### src/rtl/voice_allocator_if.sv
// Event handshake from the MIDI framer plus the per-voice outputs toward the
// voice array. The master side produces events, the slave side allocates.
interface voice_allocator_if #(
  parameter int NUM_VOICES = 4
) ();
  logic                      midi_event_valid;
  logic [7:0]                midi_command;
  logic [6:0]                midi_parameter_1;
  logic [6:0]                midi_parameter_2;
  logic                      midi_event_ack;
  logic [NUM_VOICES-1:0]     voice_gate;
  logic [7*NUM_VOICES-1:0]   voice_note;
  logic [NUM_VOICES-1:0]     voice_load;
  logic                      busy;

  modport master (
    output midi_event_valid, midi_command, midi_parameter_1, midi_parameter_2,
    input  midi_event_ack, voice_gate, voice_note, voice_load, busy
  );

  modport slave (
    input  midi_event_valid, midi_command, midi_parameter_1, midi_parameter_2,
    output midi_event_ack, voice_gate, voice_note, voice_load, busy
  );
endinterface

### src/rtl/voice_allocator.sv
// Polyphonic voice allocator: least-recently-allocated ranking with voice
// stealing, one voice examined per cycle during the scan.
module voice_allocator #(
  parameter int NUM_VOICES = 4,
  parameter int OMNI       = 1,
  parameter int CHANNEL    = 0
) (
  input logic              clk,
  input logic              rst,
  voice_allocator_if.slave bus
);
  localparam int RW = $clog2(NUM_VOICES);

  typedef enum logic [2:0] {IDLE, SCAN, COMMIT, ACK, HOLD} state_t;
  typedef enum logic [1:0] {EV_ON, EV_OFF, EV_ANO} event_t;

  state_t                state_q, state_d;
  event_t                kind_q;
  logic [6:0]            p1_q;
  logic [RW-1:0]         idx_q;
  logic                  match_found_q, free_found_q;
  logic [RW-1:0]         match_idx_q, free_idx_q, free_rank_q, old_idx_q;
  logic [NUM_VOICES-1:0] mask_q;
  logic [NUM_VOICES-1:0] gate_q, load_q;
  logic [6:0]            note_q [NUM_VOICES];
  logic [RW-1:0]         rank_q [NUM_VOICES];
  logic                  chan_ok, is_on, is_off, is_ano;
  logic [RW-1:0]         target;

  // Classify the event currently presented on the bus.
  always_comb begin
    chan_ok = (OMNI != 0) || (bus.midi_command[3:0] == 4'(CHANNEL));
    is_on   = chan_ok && (bus.midi_command[7:4] == 4'h9) && (bus.midi_parameter_2 != 7'd0);
    is_off  = chan_ok && ((bus.midi_command[7:4] == 4'h8) ||
              ((bus.midi_command[7:4] == 4'h9) && (bus.midi_parameter_2 == 7'd0)));
    is_ano  = chan_ok && (bus.midi_command[7:4] == 4'hB) && (bus.midi_parameter_1 == 7'h7B);
  end

  // State register.
  always_ff @(posedge clk) begin
    // NOTE: sequential state uses non-blocking assignments so every flop
    // samples pre-edge values regardless of statement order.
    if (rst) state_q <= IDLE;
    else     state_q <= state_d;
  end

  // Next-state logic and handshake outputs.
  always_comb begin
    // NOTE: every output of this block gets a default first so no path can
    // leave a value unassigned and infer a latch.
    state_d            = state_q;
    bus.midi_event_ack = 1'b0;
    bus.busy           = (state_q != IDLE);
    case (state_q)
      IDLE: if (bus.midi_event_valid) begin
        if (is_on || is_off) state_d = SCAN;
        else if (is_ano)     state_d = COMMIT;
        else                 state_d = ACK;
      end
      SCAN:    if (idx_q == RW'(NUM_VOICES - 1)) state_d = COMMIT;
      COMMIT:  state_d = ACK;
      ACK: begin
        bus.midi_event_ack = 1'b1;
        state_d            = HOLD;
      end
      HOLD:    state_d = IDLE;
      default: state_d = IDLE;
    endcase
  end

  // Voice chosen for a note-on: retrigger, else oldest free, else steal oldest.
  always_comb begin
    target = old_idx_q;
    if (match_found_q)     target = match_idx_q;
    else if (free_found_q) target = free_idx_q;
  end

  // Event latch, scan trackers and per-voice gate/note/rank state.
  always_ff @(posedge clk) begin
    if (rst) begin
      kind_q        <= EV_ANO;
      p1_q          <= '0;
      idx_q         <= '0;
      match_found_q <= 1'b0;
      free_found_q  <= 1'b0;
      match_idx_q   <= '0;
      free_idx_q    <= '0;
      free_rank_q   <= '0;
      old_idx_q     <= '0;
      mask_q        <= '0;
      gate_q        <= '0;
      load_q        <= '0;
      // NOTE: the note and rank arrays are reset explicitly: notes are
      // visible outputs and the ranks must start as a valid permutation.
      for (int i = 0; i < NUM_VOICES; i++) begin
        note_q[i] <= '0;
        rank_q[i] <= RW'(NUM_VOICES - 1 - i);
      end
    end else begin
      load_q <= '0;
      case (state_q)
        IDLE: if (bus.midi_event_valid) begin
          kind_q        <= is_on ? EV_ON : (is_off ? EV_OFF : EV_ANO);
          p1_q          <= bus.midi_parameter_1;
          idx_q         <= '0;
          match_found_q <= 1'b0;
          free_found_q  <= 1'b0;
          mask_q        <= '0;
        end
        SCAN: begin
          idx_q <= idx_q + RW'(1);
          if (gate_q[idx_q] && (note_q[idx_q] == p1_q)) begin
            mask_q[idx_q] <= 1'b1;
            if (!match_found_q) begin
              match_found_q <= 1'b1;
              match_idx_q   <= idx_q;
            end
          end
          if (!gate_q[idx_q] && (!free_found_q || (rank_q[idx_q] > free_rank_q))) begin
            free_found_q <= 1'b1;
            free_idx_q   <= idx_q;
            free_rank_q  <= rank_q[idx_q];
          end
          if (rank_q[idx_q] == RW'(NUM_VOICES - 1)) old_idx_q <= idx_q;
        end
        COMMIT: begin
          case (kind_q)
            EV_ON: begin
              note_q[target] <= p1_q;
              gate_q[target] <= 1'b1;
              load_q[target] <= 1'b1;
              for (int i = 0; i < NUM_VOICES; i++) begin
                if (RW'(i) == target)               rank_q[i] <= '0;
                else if (rank_q[i] < rank_q[target]) rank_q[i] <= rank_q[i] + RW'(1);
              end
            end
            EV_OFF:  gate_q <= gate_q & ~mask_q;
            default: gate_q <= '0;
          endcase
        end
        default: ;
      endcase
    end
  end

  // Flatten the per-voice state onto the bus.
  always_comb begin
    bus.voice_gate = gate_q;
    bus.voice_load = load_q;
    bus.voice_note = '0;
    for (int i = 0; i < NUM_VOICES; i++) bus.voice_note[7*i +: 7] = note_q[i];
  end
endmodule
### src/flat_wrapper.sv
// flat-port wrapper written by rule: the top's interface ports become plain ports
module voice_allocator_flat 
#(
  parameter int NUM_VOICES = 4,
  parameter int OMNI       = 1,
  parameter int CHANNEL    = 0
)
  (clk, rst, bus_midi_event_valid, bus_midi_command, bus_midi_parameter_1, bus_midi_parameter_2, bus_midi_event_ack, bus_voice_gate, bus_voice_note, bus_voice_load, bus_busy);
  voice_allocator_if #(.NUM_VOICES(NUM_VOICES)) bus_i ();
  input logic clk;
  input logic rst;
  input wire logic [$bits(bus_i.midi_event_valid)-1:0] bus_midi_event_valid;
  input wire logic [$bits(bus_i.midi_command)-1:0] bus_midi_command;
  input wire logic [$bits(bus_i.midi_parameter_1)-1:0] bus_midi_parameter_1;
  input wire logic [$bits(bus_i.midi_parameter_2)-1:0] bus_midi_parameter_2;
  output wire logic [$bits(bus_i.midi_event_ack)-1:0] bus_midi_event_ack;
  output wire logic [$bits(bus_i.voice_gate)-1:0] bus_voice_gate;
  output wire logic [$bits(bus_i.voice_note)-1:0] bus_voice_note;
  output wire logic [$bits(bus_i.voice_load)-1:0] bus_voice_load;
  output wire logic [$bits(bus_i.busy)-1:0] bus_busy;
  assign bus_i.midi_event_valid = bus_midi_event_valid;
  assign bus_i.midi_command = bus_midi_command;
  assign bus_i.midi_parameter_1 = bus_midi_parameter_1;
  assign bus_i.midi_parameter_2 = bus_midi_parameter_2;
  assign bus_midi_event_ack = bus_i.midi_event_ack;
  assign bus_voice_gate = bus_i.voice_gate;
  assign bus_voice_note = bus_i.voice_note;
  assign bus_voice_load = bus_i.voice_load;
  assign bus_busy = bus_i.busy;
  voice_allocator #(.NUM_VOICES(NUM_VOICES), .OMNI(OMNI), .CHANNEL(CHANNEL)) u_core (.clk(clk), .rst(rst), .bus(bus_i));
endmodule
### config.mk
export PLATFORM = sky130hd
export DESIGN_NAME = voice_allocator_flat
export DESIGN_NICKNAME = d
export VERILOG_FILES = /design/src/rtl/voice_allocator_if.sv /design/src/rtl/voice_allocator.sv /design/src/flat_wrapper.sv
export SDC_FILE = /design/constraint.sdc
export NUM_CORES = 1
export LEC_CHECK = 0
export CAP_MARGIN = 20
export CORE_ASPECT_RATIO = 0.6
export CORE_MARGIN = 5
export CORE_UTILIZATION = 53
export DETAILED_ROUTE_END_ITERATION = 16
export MAX_ROUTING_LAYER = met4
export PLACE_DENSITY = 0.78
export SETUP_SLACK_MARGIN = 0.2
export SLEW_MARGIN = 20
export SYNTH_ARGS = -nofsm -noshare
export SYNTH_HDL_FRONTEND = slang
export SYNTH_SLANG_ARGS = --single-unit
### constraint.sdc
create_clock -name clk -period 2.8 [get_ports clk]
set_input_delay 0.56 -clock clk [delete_from_list [all_inputs] [get_ports clk]]
set_output_delay 0.56 -clock clk [all_outputs]
set_load 0.03 [all_outputs]
==> flow_summary_export.csv, run 1 <==
group,metric,value,unit
detailed_routing,wl_met3,1073,um
detailed_routing,routed_wl,9803,um
timing,slew_headroom,0.6093,
timing,fmax,397.9,MHz
timing,finalClockSkew,0.008006,ns
pwr,sw_frac_of_total,0.2656,
floorplan,die_x,117.4,um
timing,setup_viol,0,
placed_design,dp_slack,0.2628,ns
synth,syn_inst,350,
finish,fillers,473,
critical_path,cp_slowest_cell,"mux4_2",
pwr,p_per_area,573.0,nW/um^2
synth,synth_compound_area_frac,0.1241,
detailed_routing,initialDrtViolationCount,338,
floorplan,fp.dieH,74.46,um
synth,netlist_top_cells_area,"edfxtp_1 29%, dfxtp_1 21%, mux4_2 6.1%",
clock_network,clock_path_buffers,2,
synth,ys_seq_elements,74,
floorplan,ios,63,
timing,timing.final.ws_setup,0.2869,ns
synth,synthMuxAreaShare,0.1098,
critical_path,criticalPathCategory,"reg2reg",
clock_network,cts_inserted_buffers,9,
synth,synth_ff_type,"dfxtp_1",
critical_path,critical-path-max-stage-delay,0.60,ns
global_routing,grt_max_degree,35,
synth,synth_cell_types,57,
finish,drive_gt1_frac,0.1418,
global_routing,antenna_found_initial,0,
floorplan,coreArea,6705,sq um
detailed_routing,post-route-drc-count,0,
detailed_routing,avgViaCountPerCell,5.982,
detailed_routing,wl_per_cell,19.22,um
synth,synth_simple_gate_area_frac,0.1916,
synth,synth_edf_count,36,
placed_design,numPortBuffers,58,
synth,synth_area,3670,sq um
pwr,max-vdd-ir-drop,0.3215,mV
global_routing,grtUsageTotal,0.2371,
clock_network,cts_sinks,74,
global_routing,grt_overflow_total,0,
synth,synthMostInstantiatedCell,"dfxtp_1",
clock_network,cts_tree,"yes",
min_path,holdCritPathClass,"reg2reg",
synth,syn_area_per_cell,10.49,sq um
detailed_routing,drtAntennaViolNets,0,
floorplan,design.die.area,8743,sq um
critical_path,start_kind,"flop",
critical_path,critical_path_arrival,2.59,ns
timing,rsz0062_at_grt,"no",
timing,finalHoldViolations,0,
critical_path,crit_path_max_fanout,9,
synth,async_flop_share,0,
timing,fin_crit,2.513,ns
clock_network,htree_levels,3,
clock_network,holdBufCountCts,0,
global_routing,grt_pass1_wl,15530,um
synth,yosys-top-cells-count,"38 x dfxtp_1, 37 x nor2_1, 36 x edfxtp_1",
pwr,seqPwrFrac,0.452,
synth,synth_top_area_frac,0.2946,
detailed_routing,top_layer,"met4",
clock_network,clk_latency,0.34,ns
timing,maxSlewViolCount,0,
synth,seq_area_frac_synth,0.5019,
synth,synth_nets,381,
synth,synth.yosys.warnings,0,
pwr,p_sw,0.7193,mW
timing,fin_crit_sh,0.8975,
synth,synth_top_family_by_area,"simple AND/OR/NAND/NOR gates",
floorplan,initial_core_util,0.5473,
timing,tightest_slew,0.5846,ns
flow_run,maxCapViolCount,0,
detailed_routing,wl_met2,4169,um
critical_path,critPathBufInv,0,
pwr,pwr-share-clk,0.425,
pwr,total_leakage_power,1.710,nW
synth,synth_adder_area_share,0.02659,
pwr,power_frac_comb,0.123,
critical_path,crit_family,"multiplexers",
finish,syn_to_final_growth,28.81,%
timing,fin_setup_tns,0,ns
detailed_routing,routed-via-count,3051,
placed_design,place_hpwl,7008,um
finish,fin_nets,449,
critical_path,endpoint_kind,"flop",
critical_path,path_cells,"mux2i_2, mux4_2, a21oi_4, a2111oi_1, or3_1",
detailed_routing,met1Wirelength,4373,um
pwr,intPower,1.989,mW
synth,synth_top_area_cell,"edfxtp_1",
critical_path,worstPathRequired,2.88,ns
clock_network,clk_pin_slew,0.06,ns
global_routing,grt_pass1_vias,2963,
synth,synthXorXnorAreaFrac,0.01671,
detailed_routing,firstDrtPassIters,5,
floorplan,rows,23,
placed_design,place.gp.congestion,0.9433,
clock_network,cts-root-buf,"clkbuf_16",
finish,diodes,0,
outcome,status,"complete, no violations",
[worst min-delay path: cells and delay by family, from the launching register on]
kind / cells / cell delay (ns)
and+or+nand+nor: 1 / 0.07
DFF: 1 / 0.33
AOI/OAI and AO/OA: 1 / 0.06
[power groups by stage]
stage               registers [mW]  logic, mW  clock network (mW)
floorplan                     1.25      0.183                   0
finish                        1.22      0.333                1.15
CTS                           1.22      0.325                1.16
global route                  1.23      0.358                1.21
detailed placement            1.24      0.321                   0
global placement              1.24      0.315                   0
[per-layer routing]
layer | global-route usage | up-vias
met5 | - | -
met4 | 0.06564 | 0
met3 | 0.07675 | 20
met2 | 0.3365 | 166
met1 | 0.3267 | 1446
li1 | - | 1419
[state kept, by name, indices dropped and copies added, names as in the netlist, 3 cells and up, named ones only]
name,flops
u_core.bus.voice_load,4
u_core.rank_q,8
u_core.mask_q,4
u_core.bus.voice_gate,4
u_core.state_q,3
u_core.p1_q,7
u_core.note_q,28
[metrics by stage]
step / hold WS, ns / instances / utilization / total power, mW / instance area [sq um]
2_1_floorplan: 0.4536 / 350 / - / 1.433 / 3670
3_3_place_gp: 0.4682 / 493 / 0.6570 / 1.555 / 4405
3_5_place_dp: 0.4804 / 493 / 0.6570 / 1.564 / 4405
4_1_cts: 0.4973 / 509 / 0.7020 / 2.709 / 4707
5_1_grt: 0.5390 / 510 / 0.7050 / 2.798 / 4727
6_report: 0.4951 / 510 / 0.7050 / 2.709 / 4727
[layout by cell type, fill, tap and decap left out, types with 2 or more instances in the layout]
| master | netlist | layout |
|---|---|---|
| dfxtp_1 | 38 | 38 |
| nand3_1 | 5 | 5 |
| a2111oi_1 | 2 | 2 |
| xnor2_1 | 5 | 5 |
| a21oi_1 | 23 | 23 |
| edfxtp_1 | 36 | 36 |
| o21bai_1 | 2 | 2 |
| nand4b_1 | 2 | 2 |
| buf_4 | 1 | 15 |
| and2_1 | 25 | 25 |
| a211o_1 | 2 | 2 |
| or2_1 | 2 | 2 |
| mux2_2 | 3 | 3 |
| nor3_1 | 8 | 8 |
| clkbuf_16 | 0 | 10 |
| nand4_1 | 5 | 5 |
| and3_1 | 8 | 8 |
| nor4_2 | 2 | 2 |
| maj3_2 | 2 | 2 |
| xor2_1 | 2 | 2 |
| a2111oi_0 | 2 | 2 |
| nand2_1 | 35 | 35 |
| a22oi_1 | 3 | 3 |
| ha_1 | 6 | 6 |
| inv_1 | 10 | 10 |
| a211oi_1 | 2 | 2 |
| a2bb2oi_1 | 3 | 3 |
| a32oi_1 | 4 | 4 |
| inv_6 | 0 | 3 |
| mux4_2 | 10 | 10 |
| o21ai_0 | 12 | 12 |
| nor3b_1 | 2 | 2 |
| o31ai_1 | 2 | 2 |
| clkdlybuf4s50_1 | 0 | 58 |
| mux2i_1 | 13 | 11 |
| nor2_2 | 0 | 2 |
| mux2i_2 | 1 | 3 |
| nor2_1 | 37 | 35 |
[layout make-up]
type / count / area (sq um) / area share
multi-input cells: 249 / 1740 / 0.3682
clock inverters: 6 / 51.30 / 0.01085
flip-flops and latches: 74 / 1842 / 0.3896
well taps: 87 / 108.9 / 0.02303
clock buffers: 10 / 250.2 / 0.05294
repair buffers: 73 / 693.2 / 0.1466
inverters: 11 / 41.29 / 0.008735
[final timing paths]
path                            start             endpoint  slack [ns]  cells after the start
setup / recovery  u_core.free_found_q  u_core.rank_q[0][0]        0.29                      5
hold / removal       u_core.mask_q[3]     u_core.mask_q[3]        0.50                      2
setup reg to reg  u_core.free_found_q  u_core.rank_q[0][0]        0.29                      5
hold reg to reg      u_core.mask_q[3]     u_core.mask_q[3]        0.50                      2
[timing repair]
action | in CTS | in global routing
endpoints found under the setup margin | 0 | 8
buffers inserted | 0 | 1
endpoints found under the hold margin | 0 | 0
resized for setup | 0 | 4
[kinds of logic after synthesis]
family	Yosys count
compound gates	68
flops	74
simple gates	139
mux	27
xor+xnor	7
buf+inv	27
fa+ha+maj	8
No activity file was read; power rests on OpenSTA's default activity.
==> run 2, diff against run 1 <==
ABC_CLOCK_PERIOD_IN_PS = 2800   (was default)
==> results of run 2 <==
Final layout, timing and power as in run 1 (identical DEF).
==> run 3, diff against run 2 <==
ABC_CLOCK_PERIOD_IN_PS = default   (was 2800)
==> results of run 3 <==
Final layout, timing and power as in run 1 (identical DEF).
